**src/rtl/pipe_pkg.sv**
```systemverilog
// Shared definitions for the 5-stage pipeline control slice.
package pipe_pkg;

  localparam int unsigned REG_W  = 4;
  localparam int unsigned PC_REG = 15;

  localparam logic [1:0] FWD_RF    = 2'b00;
  localparam logic [1:0] FWD_EXMEM = 2'b01;
  localparam logic [1:0] FWD_MEMWB = 2'b10;

  typedef enum logic [1:0] {
    ST_RUN,
    ST_LU_STALL,
    ST_MEM_WAIT
  } hz_state_e;

endpackage

```
**src/rtl/pipeline_hazard_ctrl_hazard_match.sv**
```systemverilog
// Single source/destination comparator. The PC is never treated as a
// forwardable or stallable producer because its value comes from the fetch path.
module hazard_match #(
  parameter int unsigned PC_REG = pipe_pkg::PC_REG
) (
  input  logic [pipe_pkg::REG_W-1:0] src,
  input  logic                       src_used,
  input  logic [pipe_pkg::REG_W-1:0] rd,
  input  logic                       rd_wb,
  output logic                       match
);
  import pipe_pkg::*;

  localparam logic [REG_W-1:0] PC_IDX = PC_REG[REG_W-1:0];

  assign match = src_used && rd_wb && (src == rd) && (rd != PC_IDX);

endmodule

```
**src/rtl/pipeline_hazard_ctrl.sv**
```systemverilog
// Stall / flush / forwarding controller for the IF-ID-EX-MEM-WB pipeline.
// Enables and flushes are combinational; forwarding selects, stage trackers,
// the FSM and the statistics counters are registered.
module pipeline_hazard_ctrl #(
  parameter int unsigned CNT_W       = 16,
  parameter int unsigned MEM_TIMEOUT = 64,
  parameter int unsigned PC_REG      = pipe_pkg::PC_REG
) (
  input  logic                       clk,
  input  logic                       reset,
  input  logic                       id_valid,
  input  logic [pipe_pkg::REG_W-1:0] id_rn,
  input  logic [pipe_pkg::REG_W-1:0] id_rm,
  input  logic                       id_uses_rn,
  input  logic                       id_uses_rm,
  input  logic [pipe_pkg::REG_W-1:0] ex_rd,
  input  logic                       ex_wb_en,
  input  logic                       ex_is_load,
  input  logic                       ex_branch_taken,
  input  logic                       mem_req,
  input  logic                       mem_ready,
  output logic                       if_en,
  output logic                       id_ex_en,
  output logic                       ex_mem_en,
  output logic                       mem_wb_en,
  output logic                       if_id_flush,
  output logic                       id_ex_flush,
  output logic [1:0]                 fwd_a_sel,
  output logic [1:0]                 fwd_b_sel,
  output logic [CNT_W-1:0]           stall_count,
  output logic                       mem_timeout
);
  import pipe_pkg::*;

  localparam int unsigned       WAIT_W   = $clog2(MEM_TIMEOUT + 1);
  localparam logic [WAIT_W-1:0] WAIT_MAX = WAIT_W'(MEM_TIMEOUT);

  hz_state_e          state_q, state_d;
  logic [REG_W-1:0]   mem_rd_q, mem_rd_d, wb_rd_q, wb_rd_d;
  logic               mem_wb_q, mem_wb_d, mem_load_q, mem_load_d;
  logic               wb_wb_q, wb_wb_d;
  logic [1:0]         fwd_a_q, fwd_a_d, fwd_b_q, fwd_b_d;
  logic [CNT_W-1:0]   stall_cnt_q, stall_cnt_d;
  logic [WAIT_W-1:0]  wait_cnt_q, wait_cnt_d;
  logic               timeout_q, timeout_d;

  logic rn_ex_hit, rm_ex_hit, rn_mem_hit, rm_mem_hit;
  logic freeze, lu_hazard, lu_stall;
  logic [1:0] fwd_a_calc, fwd_b_calc;
  logic unused_trk;

  hazard_match #(.PC_REG(PC_REG)) u_rn_ex  (.src(id_rn), .src_used(id_uses_rn),
    .rd(ex_rd),    .rd_wb(ex_wb_en), .match(rn_ex_hit));
  hazard_match #(.PC_REG(PC_REG)) u_rm_ex  (.src(id_rm), .src_used(id_uses_rm),
    .rd(ex_rd),    .rd_wb(ex_wb_en), .match(rm_ex_hit));
  hazard_match #(.PC_REG(PC_REG)) u_rn_mem (.src(id_rn), .src_used(id_uses_rn),
    .rd(mem_rd_q), .rd_wb(mem_wb_q), .match(rn_mem_hit));
  hazard_match #(.PC_REG(PC_REG)) u_rm_mem (.src(id_rm), .src_used(id_uses_rm),
    .rd(mem_rd_q), .rd_wb(mem_wb_q), .match(rm_mem_hit));

  // The WB mirror and MEM load flag are kept for visibility only
  assign unused_trk = ^{wb_rd_q, wb_wb_q, mem_load_q};

  // Hazard classification; a load-use bubble is only inserted once per load
  always_comb begin
    freeze    = mem_req & ~mem_ready;
    lu_hazard = id_valid & ex_is_load & (rn_ex_hit | rm_ex_hit)
                & (state_q != ST_LU_STALL);
    lu_stall  = ~reset & ~freeze & ~ex_branch_taken & lu_hazard;
  end

  // Pipeline-register enables and bubble injection
  always_comb begin
    if_en       = 1'b0;
    id_ex_en    = 1'b0;
    ex_mem_en   = 1'b0;
    mem_wb_en   = 1'b0;
    if_id_flush = 1'b0;
    id_ex_flush = 1'b0;
    if (!reset && !freeze) begin
      id_ex_en  = 1'b1;
      ex_mem_en = 1'b1;
      mem_wb_en = 1'b1;
      if (ex_branch_taken) begin
        if_en       = 1'b1;
        if_id_flush = 1'b1;
        id_ex_flush = 1'b1;
      end else if (lu_hazard) begin
        id_ex_flush = 1'b1;
      end else begin
        if_en = 1'b1;
      end
    end
  end

  // Forwarding selects: the EX producer is younger than MEM and wins
  always_comb begin
    fwd_a_calc = FWD_RF;
    fwd_b_calc = FWD_RF;
    if (rn_ex_hit && !ex_is_load) fwd_a_calc = FWD_EXMEM;
    else if (rn_mem_hit)          fwd_a_calc = FWD_MEMWB;
    if (rm_ex_hit && !ex_is_load) fwd_b_calc = FWD_EXMEM;
    else if (rm_mem_hit)          fwd_b_calc = FWD_MEMWB;
    fwd_a_d = fwd_a_q;
    fwd_b_d = fwd_b_q;
    if (id_ex_en) begin
      fwd_a_d = id_ex_flush ? FWD_RF : fwd_a_calc;
      fwd_b_d = id_ex_flush ? FWD_RF : fwd_b_calc;
    end
  end

  // MEM / WB destination trackers follow the real pipeline registers
  always_comb begin
    mem_rd_d   = mem_rd_q;
    mem_wb_d   = mem_wb_q;
    mem_load_d = mem_load_q;
    wb_rd_d    = wb_rd_q;
    wb_wb_d    = wb_wb_q;
    if (ex_mem_en) begin
      mem_rd_d   = ex_rd;
      mem_wb_d   = ex_wb_en;
      mem_load_d = ex_is_load;
    end
    if (mem_wb_en) begin
      wb_rd_d = mem_rd_q;
      wb_wb_d = mem_wb_q;
    end
  end

  // FSM next state plus wait-timeout and stall statistics
  always_comb begin
    state_d     = state_q;
    wait_cnt_d  = wait_cnt_q;
    stall_cnt_d = stall_cnt_q;
    unique case (state_q)
      ST_RUN:      if (freeze) state_d = ST_MEM_WAIT;
                   else if (lu_stall) state_d = ST_LU_STALL;
      ST_LU_STALL: state_d = freeze ? ST_MEM_WAIT : ST_RUN;
      ST_MEM_WAIT: if (mem_ready) state_d = ST_RUN;
      default:     state_d = ST_RUN;
    endcase
    if (state_q != ST_MEM_WAIT && state_d == ST_MEM_WAIT) begin
      wait_cnt_d = '0;
    end else if (state_q == ST_MEM_WAIT && !mem_ready && wait_cnt_q != WAIT_MAX) begin
      wait_cnt_d = wait_cnt_q + 1'b1;
    end
    timeout_d = timeout_q | (wait_cnt_d == WAIT_MAX);
    if (!if_en && stall_cnt_q != '1) stall_cnt_d = stall_cnt_q + 1'b1;
  end

  // State register
  always_ff @(posedge clk) begin
    if (reset) begin
      state_q     <= ST_RUN;
      mem_rd_q    <= '0;
      mem_wb_q    <= 1'b0;
      mem_load_q  <= 1'b0;
      wb_rd_q     <= '0;
      wb_wb_q     <= 1'b0;
      fwd_a_q     <= FWD_RF;
      fwd_b_q     <= FWD_RF;
      stall_cnt_q <= '0;
      wait_cnt_q  <= '0;
      timeout_q   <= 1'b0;
    end else begin
      state_q     <= state_d;
      mem_rd_q    <= mem_rd_d;
      mem_wb_q    <= mem_wb_d;
      mem_load_q  <= mem_load_d;
      wb_rd_q     <= wb_rd_d;
      wb_wb_q     <= wb_wb_d;
      fwd_a_q     <= fwd_a_d;
      fwd_b_q     <= fwd_b_d;
      stall_cnt_q <= stall_cnt_d;
      wait_cnt_q  <= wait_cnt_d;
      timeout_q   <= timeout_d;
    end
  end

  assign fwd_a_sel   = fwd_a_q;
  assign fwd_b_sel   = fwd_b_q;
  assign stall_count = stall_cnt_q;
  assign mem_timeout = timeout_q;

endmodule

```
**config.mk**
```make
export PLATFORM = sky130hd
export DESIGN_NAME = pipeline_hazard_ctrl
export DESIGN_NICKNAME = d
export VERILOG_FILES = /design/src/rtl/pipe_pkg.sv /design/src/rtl/pipeline_hazard_ctrl_hazard_match.sv /design/src/rtl/pipeline_hazard_ctrl.sv
export SDC_FILE = /design/constraint.sdc
export NUM_CORES = 1
export LEC_CHECK = 0
export ABC_AREA = 1
export CORE_UTILIZATION = 35
export CTS_CLUSTER_DIAMETER = 30
export CTS_CLUSTER_SIZE = 20
export DETAILED_ROUTE_END_ITERATION = 10
export HOLD_SLACK_MARGIN = 0.02
export MAX_ROUTING_LAYER = met4
export PLACE_DENSITY = 0.6
export SKIP_CTS_REPAIR_TIMING = 1
export SYNTH_ARGS = -nofsm -noshare
export SYNTH_HDL_FRONTEND = slang
export SYNTH_HIERARCHICAL = 1
export SYNTH_SLANG_ARGS = --single-unit
```
**constraint.sdc**
```tcl
create_clock -name clk -period 3.1 [get_ports clk]
set_clock_uncertainty 0.15 [all_clocks]
set_input_delay 0.93 -clock clk [delete_from_list [all_inputs] [get_ports clk]]
set_output_delay 0.93 -clock clk [all_outputs]
set_load 0.02 [all_outputs]
```
After elaboration in Yosys (flattened, before gate mapping)
Cells that the tools add are included.
Operators by class
  equal/unequal tests: 14
  reduce and logical (&&, ||, !) cells: 25
  bitwise gates (word level): 13
  mux-type cells: 22
  add/subtract/negate cells: 2
Operator list (number)
  2-bit 2-to-1 mux: 10
  1-bit logical AND: 19
  16-bit by 1-bit adder with 16-bit output (second input constant): 1
  4-bit == test: 4
  16-bit inequality test (second input constant): 1
  7-bit 2-to-1 mux: 2
  1-bit 2-to-1 mux: 9
  4-bit inequality test (second input constant): 2
  7-bit by 1-bit adder with 7-bit output (second input constant): 1
  1-bit AND: 7
  7-bit == test (second input constant): 1
  7-bit inequality test (second input constant): 1
  2-bit case mux with 3 select lines: 1
  1-bit logical NOT: 5
  2-bit == test (second input constant): 2
  1-bit NOT: 4
  2-bit by 1-bit == test with 1-bit output (second input constant): 1
  2-bit logical NOT: 1
  2-bit by 1-bit inequality test with 1-bit output (second input constant): 1
  2-bit inequality test (second input constant): 1
  1-bit bitwise OR: 2
Word-level totals
  word-level logic and storage cells: 84
  input bits: 22
  register bits: 35

Depth between registers and ports, before layout
Gate-level depths: netlist of run 1.
  depth after elaboration: 15
  mapped depth: 16
  mapped depth without buffers: 16

Hierarchy
Netlist of run 1, hierarchy kept.
By module, submodules not included
  pipeline_hazard_ctrl: cells an instance 274, sequential area each 700.7 µm², instances 1, area each 1920.6 µm²
  hazard_match: cells an instance 25, sequential area each 0.0 µm², instances 4, area each 96.3 µm²

Least setup slack after synthesis of run 1
No wires, ideal clock.
  path type: input-to-output
  start point: in mem_req
  end point: out if_id_flush
  path slack: 143 ps
  data required time: 2020 ps
  path buffers: 1
  arrival: 1877 ps
  stages on the path: 6
  cell sequence: inv_1 > nor2_2 > nor2_1 > buf_2 > inv_1 > nor2_1
On the way
  word-level cells in the longest chain between the ends: 4
Ends and longest elaborated chain
  start, declared: line pipeline_hazard_ctrl.sv:20  | input logic mem_req,
  1-bit AND: line pipeline_hazard_ctrl.sv:66  | freeze = mem_req & ~mem_ready;
  1-bit logical NOT: line pipeline_hazard_ctrl.sv:80  | if (!reset && !freeze) begin
  1-bit logical AND: line pipeline_hazard_ctrl.sv:80
  1-bit 2-to-1 mux: line pipeline_hazard_ctrl.sv:80
  end, declared: line pipeline_hazard_ctrl.sv:26  | output logic if_id_flush,
Every way passes these cells.

Worst setup path after layout of run 1
  start point: in ex_rd[1] (netlist name)
  end point: out if_en
On the way
  word-level cells in the longest chain between the ends: 9
  elaborated cells on any way between the ends: 13
Ends and longest elaborated chain
  start, declared: line pipeline_hazard_ctrl.sv:16  | input logic [pipe_pkg::REG_W-1:0] ex_rd,
  4-bit == test: line pipeline_hazard_ctrl_hazard_match.sv:16  | assign match = src_used && rd_wb && (src == rd) && (rd != PC_IDX);
  1-bit logical AND: line pipeline_hazard_ctrl_hazard_match.sv:16
  1-bit logical AND (*): line pipeline_hazard_ctrl_hazard_match.sv:16
  via rn_ex_hit: line pipeline_hazard_ctrl.sv:47  | logic rn_ex_hit, rm_ex_hit, rn_mem_hit, rm_mem_hit;
  1-bit bitwise OR (*): line pipeline_hazard_ctrl.sv:67  | lu_hazard = id_valid & ex_is_load & (rn_ex_hit | rm_ex_hit)
  1-bit AND (*): line pipeline_hazard_ctrl.sv:67
  1-bit AND (*): line pipeline_hazard_ctrl.sv:68  | & (state_q != ST_LU_STALL);
  1-bit 2-to-1 mux (*): line pipeline_hazard_ctrl.sv:88  | end else if (lu_hazard) begin
  1-bit 2-to-1 mux (*): line pipeline_hazard_ctrl.sv:84  | if (ex_branch_taken) begin
  1-bit 2-to-1 mux (*): line pipeline_hazard_ctrl.sv:80
  end, declared: line pipeline_hazard_ctrl.sv:22  | output logic if_en,
Mark *: on every way through the listed nets, which the timed path passes. The rest lies on a longest branch.

==> results.ini, run 1 <==
[run_status]
outcome = finished with violations
violations = negative setup slack

[finish]
mostFrequentLayoutCell = nand2_1
fin_util_pct = 51.2
drive_gt1_share_pct = 22.4
area_growth_pct = 41.1
num_antenna_cells = 0
nNetsFinal = 485
design_area_sq_um = 3250
final_cell_mix = nand2_1, inv_1, buf_4

[timing]
setup_ws_ps = -149
grt_setup_unrepaired = true
tns_ps = -250
tightest_slew_ps = 387
slew_headroom_pct = 74.2
post-route-period-util_pct = 105
max_clock_freq_ghz = 0.308
min_period_ps = 3250
finalSetupViolations = 2
maxSlewViolCount = 0
hold_viol_final = 0

[yosys]
synth-edff-count = 0
netlist_area_sq_um = 2310
synthesis.nets = 399
ys_warn_count = 6
avgSynthCellArea_sq_um = 6.17
ys_ff_latch = 35
postSynthCellCount = 374
yosysUniqueCellTypes = 31
synthArstFlopShare_pct = 0
ys_seq_area_share_pct = 30.4
synthFlopType = dfxtp_1

[global_route]
grt_util_met3_pct = 3.18
grt_pass1_wl_microns = 10100
grt_most_used_layer = met2
grt_max_degree = 24
grt_pass1_vias = 2270
overflow = 0
antenna_found_initial = 0
grt_use_met1_pct = 24.0
use_met2_pct = 28.4
grt.total_usage_pct = 18.0

[routing]
drtPass1Iterations = 4
drc = 0
drt-initial-drc-count = 120
via_count = 2445
wl_per_cell_microns = 10.8
via_per_inst = 4.55
ant_nets = 0
wl_microns = 5780

[flow_run]
maxCapViolations = 0

[clock_tree]
tritoncts = built
clock-sinks = 35
cts_buffers = 5
cts_root_buf = clkbuf_8
clkSlewWorstSetupHoldPaths_ps = 60
clockBufferDepth = 2
h-tree-depth = 2
clock_latency_ps = 280

[die]
dieArea_sq_um = 6920
die-height_microns = 83.2
fp.dieW_microns = 83.2
initial_utilization_pct = 36.3
core_sq_um = 6350
rows = 29
pin_count = 49

[placement]
finalWeightedCongestion = 0.877
io_buffer_count = 48
dpl.hpwl_microns = 4550
dpl-instance-area_sq_um = 3100

[worst_hold_path]
hp-class = reg -> reg

[critical_path]
critPathKind = in -> out
worstSetupEndpointType = primary output
worst_ep_required_time_ps = 2020
crit_path_max_fanout = 6
start_kind = input port
crit_arrival_ps = 2170

[power]
power_density_nw_per_um2 = 325
leakagePower_nw = 1.50
max-vdd-ir-drop_uv = 261
report.power.total_mw = 1.06

[cells by family after synthesis]
family	share of synthesized area [%]
buffers and inverters	12.5
AND/OR/NAND/NOR	41.5
XOR/XNOR	5.32
flip-flops	30.4
AO/OA/AOI/OAI	8.74
adder cells (fa/ha/maj)	1.63
[state kept, by name, indices dropped and copies added (netlist names)]
| register | count |
|---|---|
| fwd_b_sel | 2 |
| mem_timeout | 1 |
| stall_count | 16 |
| mem_wb_q | 1 |
| wait_cnt_q | 7 |
| fwd_a_sel | 2 |
| mem_rd_q | 4 |
| state_q | 2 |
[final cells by class]
class	count	area, sq um
fillers	625	3100
multi-input cells	271	1360
repair buffers	87	773
flip-flops and latches	35	701
inverters	60	225
well taps	77	96.3
clock buffers	6	72.6
clock inverters	1	30.0
[synthesized netlist by cell type, types with 2 or more instances]
library cell | number | area share, %
a21oi_1 | 15 | 3.3
a21oi_2 | 7 | 2.7
buf_4 | 2 | 0.65
clkbuf_1 | 3 | 0.49
dfxtp_1 | 35 | 30
ha_1 | 3 | 1.6
inv_1 | 58 | 9.4
inv_2 | 2 | 0.33
nand2_1 | 128 | 21
nand2_2 | 3 | 0.81
nand3_1 | 28 | 6.1
nand3b_1 | 2 | 0.65
nand4_1 | 3 | 0.81
nor2_1 | 41 | 6.7
nor2_2 | 3 | 0.81
nor3_1 | 6 | 1.3
nor3_2 | 3 | 1.3
o21ai_0 | 6 | 1.3
o31ai_1 | 2 | 0.65
xnor2_1 | 5 | 1.9
xor2_1 | 9 | 3.4
[path summary, 6_finish.rpt]
path / from / end / cells after the start / slack [ps]
hold / removal: state_q[1] / state_q[0] / 1 / 280
setup / recovery: ex_rd[1] / if_en / 12 / -150
setup reg to reg: stall_count[0] / stall_count[12] / 10 / 1040
hold reg to reg: state_q[1] / state_q[0] / 1 / 280
[power by group]
part	switching, mW	internal [mW]	leakage (nW)	total, mW
clock network	0.151	0.236	0.0513	0.386
logic	0.102	0.0974	1.16	0.200
registers	0.0116	0.460	0.284	0.471
total	0.265	0.793	1.50	1.06
[routing by layer]
layer	up-vias	wire, microns
met5	-	0
met1	1074	2830
met2	47	2720
li1	1322	-
met4	0	34
met3	2	190
[worst max-delay path, stage by stage]
cell	delay [ps]
buf_12	110
nor2_4	90
nor2_1	40
nor2_1	90
nand2_1	70
nor2_2	150
nor2_2	60
a211oi_2	220
nand2_1	130
nand2_2	110
inv_2	40
buf_6	120
[stage by stage]
stage,std cells,setup slack [ps],hold WS [ps]
after CTS,534,-1020,277
final,537,-149,277
after detailed placement,527,-1020,256
after global routing,537,-261,286
after global placement,527,-986,266
after floorplan,374,143,249
(Power assumes the default switching activity.)
==> run 2: changes to the inputs <==
CORE_UTILIZATION = 50   (was 35)
PLACE_DENSITY = 0.81   (was 0.6)
RECOVER_POWER = 100   (was not set)
SLEW_MARGIN = 0   (was not set)
==> run 2 against run 1 <==
  * The run still ends with negative setup slack left
  * Via count up 2.8%
  * Wire length up 5.5%
  * First-iteration DRC count decreased by 16%
  * Final area decreased by 2.8%
  * Non-clock buffer count shrank 8
  * Combinational power hardly changed
  * Die area shrank 29%
  * Fmax is 1.7% lower
  * Critical path depth fell by 6
  * Global-route usage rose by 8.0 points
==> results.ini, run 2 (synthesis gave the netlist of run 1 again) <==
[worst_hold_path]
hp-class = reg -> reg  ; unchanged

[power]
power_density_nw_per_um2 = 312  ; was 325 nW/um^2
max-vdd-ir-drop_uv = 182  ; was 261 uV
leakagePower_nw = 1.48  ; was 1.50 nW

[flow_run]
maxCapViolations = 0  ; unchanged

[critical_path]
start_kind = input port  ; unchanged
critPathKind = in -> out  ; unchanged
worst_ep_required_time_ps = 2020  ; about the same
crit_arrival_ps = 2220  ; was 2170 ps
worstSetupEndpointType = primary output  ; unchanged
crit_path_max_fanout = 6  ; unchanged

[run_status]
violations = negative setup slack  ; unchanged
outcome = finished with violations  ; unchanged

[timing]
setup_ws_ps = -205  ; was -149 ps
tightest_slew_ps = 568  ; was 387 ps
post-route-period-util_pct = 107  ; was 105%
maxSlewViolCount = 0  ; unchanged
hold_viol_final = 0  ; unchanged
min_period_ps = 3300  ; was 3250 ps
slew_headroom_pct = 62.1  ; was 74.2%
finalSetupViolations = 6  ; was 2
max_clock_freq_ghz = 0.303  ; was 0.308 GHz
grt_setup_unrepaired = true  ; unchanged

[finish]
num-fill-cells = 362  ; was 625
fin_util_pct = 72.1  ; was 51.2%
drive_gt1_share_pct = 22.3  ; was 22.4%
num_antenna_cells = 0  ; unchanged
final_cell_mix = nand2_1, inv_1, nor2_1  ; was nand2_1, inv_1, buf_4
regArea_sq_um = 701  ; unchanged
area_growth_pct = 37.1  ; was 41.1%
largest_reg_flops = 16  ; unchanged
mostFrequentLayoutCell = nand2_1  ; unchanged
multi_input_area_sq_um = 1360  ; about the same
nNetsFinal = 477  ; was 485
design_area_sq_um = 3160  ; was 3250 sq um

[clock_tree]
clock_latency_ps = 290  ; was 280 ps
clock-sinks = 35  ; unchanged
clkSlewWorstSetupHoldPaths_ps = 60  ; about the same
cts_root_buf = clkbuf_8  ; unchanged
h-tree-depth = 2  ; unchanged
tritoncts = built  ; unchanged
clockBufferDepth = 2  ; unchanged
cts_buffers = 5  ; unchanged

[routing]
drt-initial-drc-count = 101  ; was 120
wl_per_cell_microns = 12.1  ; was 10.8 microns
via_count = 2514  ; was 2445
ant_nets = 0  ; unchanged
via_per_inst = 4.98  ; was 4.55
drc = 0  ; unchanged
drtPass1Iterations = 4  ; unchanged
wl_microns = 6090  ; was 5780 microns

[global_route]
antenna_found_initial = 0  ; unchanged
overflow = 0  ; unchanged
grt.total_usage_pct = 26.1  ; was 18.0%
grt_pass1_wl_microns = 10100  ; about the same
grt_max_degree = 24  ; unchanged
grt_pass1_vias = 2321  ; was 2270

[placement]
io_buffer_count = 48  ; unchanged
finalWeightedCongestion = 0.953  ; was 0.877
dpl-instance-area_sq_um = 3020  ; was 3100 sq um
dpl.hpwl_microns = 4450  ; was 4550 microns
pre_cts_ws_ps = -1080  ; was -1020 ps

[die]
core_sq_um = 4380  ; was 6350 sq um
initial_utilization_pct = 52.6  ; was 36.3%
dieArea_sq_um = 4890  ; was 6920 sq um
fp.dieW_microns = 69.9  ; was 83.2 microns
die-height_microns = 69.9  ; was 83.2 microns
rows = 24  ; was 29
pin_count = 49  ; unchanged

[run 2: cell count changes in the layout (fill, tap and decap cells not counted), sizes merged]
cell / previous run / this run
clkdlybuf4s50: 27 / 18
dlygate4sd3: 0 / 8
clkbuf: 13 / 17
clkinv: 0 / 1
dlymetal6s2s: 0 / 1
buf: 53 / 42
bufinv: 1 / 0
[run 2: final timing paths]
kind / from / to / slack (ps) / cells after the start
worst max-delay path: mem_req / mem_wb_en / -200 / 6
worst min-delay path: mem_timeout / mem_timeout / 300 / 2
worst max register to register: stall_count[0] / stall_count[13] / 1150 / 11
worst min register to register: mem_timeout / mem_timeout / 300 / 2
[run 2: where the power goes]
part / total, mW / internal [mW] / leakage, nW / switching (mW)
Clock: 0.314 / 0.157 / 0.0422 / 0.157
Combinational: 0.201 / 0.0929 / 1.15 / 0.108
Sequential: 0.470 / 0.460 / 0.284 / 0.0103
[run 2: critical path, stage by stage]
cell and delay [ps]:
clkdlybuf4s50_1 400, inv_1 50, nor2_1 60, nor2_1 390
buf_4 210, clkbuf_2 170
[run 2: routing by layer]
layer | track usage (%) | vias to the layer above | share of wire [%]
met5 | - | - | 0
li1 | - | 1304 | -
met3 | 4.62 | 13 | 3.1
met4 | 8.89 | 0 | 2.0
met1 | 33.4 | 1141 | 47
met2 | 41.6 | 56 | 48
[run 2: cell type report]
| cell class | instances | area share (%) |
|---|---|---|
| clock buffer | 7 | 2.41 |
| multi-input combinational | 271 | 43.0 |
| timing repair buffer | 79 | 23.0 |
| inverter | 60 | 7.13 |
| tap | 52 | 2.06 |
| clock inverter | 1 | 0.158 |
| sequential | 35 | 22.2 |
[run 2: metrics by stage]
step | instances | hold slack (ps) | total power [mW] | setup TNS, ps
after floorplan | 374 | 249 | 0.571 | 0
after global placement | 493 | 261 | 0.665 | -4460
after detailed placement | 493 | 260 | 0.669 | -6690
after CTS | 501 | 309 | 0.983 | -3840
after global routing | 505 | 333 | 1.03 | -1510
final | 505 | 301 | 0.985 | -1090
==> run 3: changes to the inputs <==
CORE_UTILIZATION = 25   (was 50)
PLACE_DENSITY = 0.47   (was 0.81)
SLEW_MARGIN = 20   (was 0)
==> run 3 against run 2 <==
  * The run ends with design-rule violations, negative setup slack left
  * Hold slack worse by 27 ps
  * Final area is 2.5% higher
  * Via count is 3.1% lower
  * Combinational power is 3% lower
  * Clock power is 2% lower
  * Power is 1.3% lower
  * Sequential share of layout area is 0.54 points lower
  * Wire length is 1.6% lower
  * Largest cell class unchanged
  * Largest power group unchanged
==> results.ini, run 3 (synthesis gave the netlist of run 1 again) <==
[run_status]
outcome = finished with violations  ; unchanged
violations = design-rule violations, negative setup slack  ; was negative setup slack

[global_route]
grt_pass1_vias = 2188  ; was 2321
grt.total_usage_pct = 13.4  ; was 26.1%
antenna_found_initial = 0  ; unchanged
overflow = 0  ; unchanged
grt_max_degree = 24  ; unchanged
grt_pass1_wl_microns = 10100  ; about the same

[finish]
num_antenna_cells = 0  ; unchanged
mostFrequentLayoutCell = nand2_1  ; unchanged
largest_reg_flops = 16  ; unchanged
final_cell_mix = nand2_1, inv_1, nor2_1, dfxtp_1, buf_4  ; was nand2_1, inv_1, nor2_1
area_growth_pct = 40.5  ; was 37.1%
drive_gt1_share_pct = 20.2  ; was 22.3%
nNetsFinal = 481  ; was 477
num-fill-cells = 952  ; was 362

[power]
switching_share_pct = 27.7  ; was 27.9%
p_int_mw = 0.702  ; was 0.710 mW
power_density_nw_per_um2 = 300  ; was 312 nW/um^2
seqPwrFrac_pct = 48.4  ; was 47.7%
switching_power_mw = 0.269  ; was 0.275 mW
report.power.total_mw = 0.972  ; was 0.985 mW
p_comb_share_pct = 20.1  ; was 20.4%
leakagePower_nw = 1.58  ; was 1.48 nW
clock_power_share_pct = 31.6  ; was 31.9%
max-vdd-ir-drop_uv = 128  ; was 182 uV

[timing]
tightest_slew_ps = 415  ; was 568 ps
tns_ps = -256  ; was -1090 ps
setup_ws_ps = -136  ; was -205 ps
max_clock_freq_ghz = 0.309  ; was 0.303 GHz
min_period_ps = 3240  ; was 3300 ps
post-route-period-util_pct = 104  ; was 107%
finalSetupViolations = 2  ; was 6
hold_viol_final = 0  ; unchanged
maxSlewViolCount = 0  ; unchanged
slew_headroom_pct = 72.4  ; was 62.1%
grt_setup_unrepaired = true  ; unchanged

[die]
rows = 34  ; was 24
dieArea_sq_um = 9610  ; was 4890 sq um
die-height_microns = 98.0  ; was 69.9 microns
pin_count = 49  ; unchanged
initial_utilization_pct = 26.2  ; was 52.6%
fp.dieW_microns = 98.0  ; was 69.9 microns
core_sq_um = 8810  ; was 4380 sq um

[critical_path]
worst_ep_required_time_ps = 2020  ; about the same
crit_arrival_ps = 2160  ; was 2220 ps
start_kind = input port  ; unchanged
ff2ff_path_depth = 11  ; unchanged
r2r_slack_ps = 930  ; was 1150 ps
worstReg2RegEnd = stall_count[4]  ; was stall_count[13]
r2r-start = stall_count[0]  ; unchanged
crit_path_max_fanout = 2  ; was 6
worstSetupEndpointType = primary output  ; unchanged
critPathKind = in -> out  ; unchanged

[placement]
dpl.hpwl_microns = 4780  ; was 4450 microns
finalWeightedCongestion = 0.806  ; was 0.953
io_buffer_count = 48  ; unchanged

[clock_tree]
h-tree-depth = 2  ; unchanged
tritoncts = built  ; unchanged
clkSlewWorstSetupHoldPaths_ps = 70  ; was 60 ps
cts_root_buf = clkbuf_8  ; unchanged
cts_buffers = 5  ; unchanged
clock_latency_ps = 280  ; was 290 ps
clock-sinks = 35  ; unchanged
clockBufferDepth = 2  ; unchanged

[routing]
via_count = 2435  ; was 2514
via_per_inst = 4.33  ; was 4.98
drc = 2  ; was 0
wl_microns = 6000  ; was 6090 microns
wl_per_cell_microns = 10.7  ; was 12.1 microns
ant_nets = 0  ; unchanged
drtPass1Iterations = 7  ; was 4
drt-initial-drc-count = 89  ; was 101

[worst_hold_path]
min_to = state_q[0]  ; was mem_timeout
min_path_cells = 1  ; was 2
hp-class = reg -> reg  ; unchanged
hold_path_startpoint = state_q[1]  ; was mem_timeout

[flow_run]
maxCapViolations = 0  ; unchanged

run 3: area by class of cell:
class	count	area, sq um	area share (%)
clock buffers	6	72.6	2.24
repair buffers	83	754	23.3
well taps	108	135	4.17
flip-flops and latches	35	701	21.6
inverters	60	225	6.95
multi-input cells	271	1350	41.7
run 3: worst max-delay path, cell delays in order:
cell      delay [ps]
clkbuf_2          90
nand2_1           50
inv_1             50
nand2_1           60
nor2_2           110
nand2_1           70
nor2_2           140
nor2_2            50
a211oi_2         210
nand2_1          130
nand2_2          100
inv_2             40
buf_6            120
run 3: power groups by stage:
stage,clock network [mW],registers (mW),logic [mW]
after global routing,0.336,0.472,0.217
after CTS,0.322,0.470,0.196
after detailed placement,0,0.481,0.195
final,0.307,0.470,0.195
after floorplan,0,0.483,0.0880
after global placement,0,0.480,0.195
run 3: worst max-delay path by stage:
stage,startpoint,end,slack [ps],depth (start not counted)
floorplan,mem_req,if_id_flush,140,6
global placement,ex_rd[2],id_ex_flush,-1020,11
detailed placement,ex_rd[1],id_ex_flush,-1050,13
CTS,ex_rd[1],id_ex_flush,-1050,13
global route,ex_rd[2],if_en,-260,13
finish,id_uses_rm,if_en,-140,13
run 3: layer usage:
layer  GRT usage, %  wire length [microns]
met4           4.55                     63
met5              -                      0
met1           16.7                   2960
met3           2.36                    164
met2           21.7                   2810
run 3: through the flow:
stage | cell area, sq um | worst slack, ps | std cells | utilization, % | hold slack, ps
after global routing | 3240 | -257 | 563 | 36.8 | 313
after detailed placement | 3130 | -1050 | 556 | 35.5 | 267
after CTS | 3200 | -1050 | 562 | 36.3 | 277
after global placement | 3130 | -1020 | 556 | 35.5 | 266
after floorplan | 2310 | 143 | 374 | - | 249
final | 3240 | -136 | 563 | 36.8 | 274
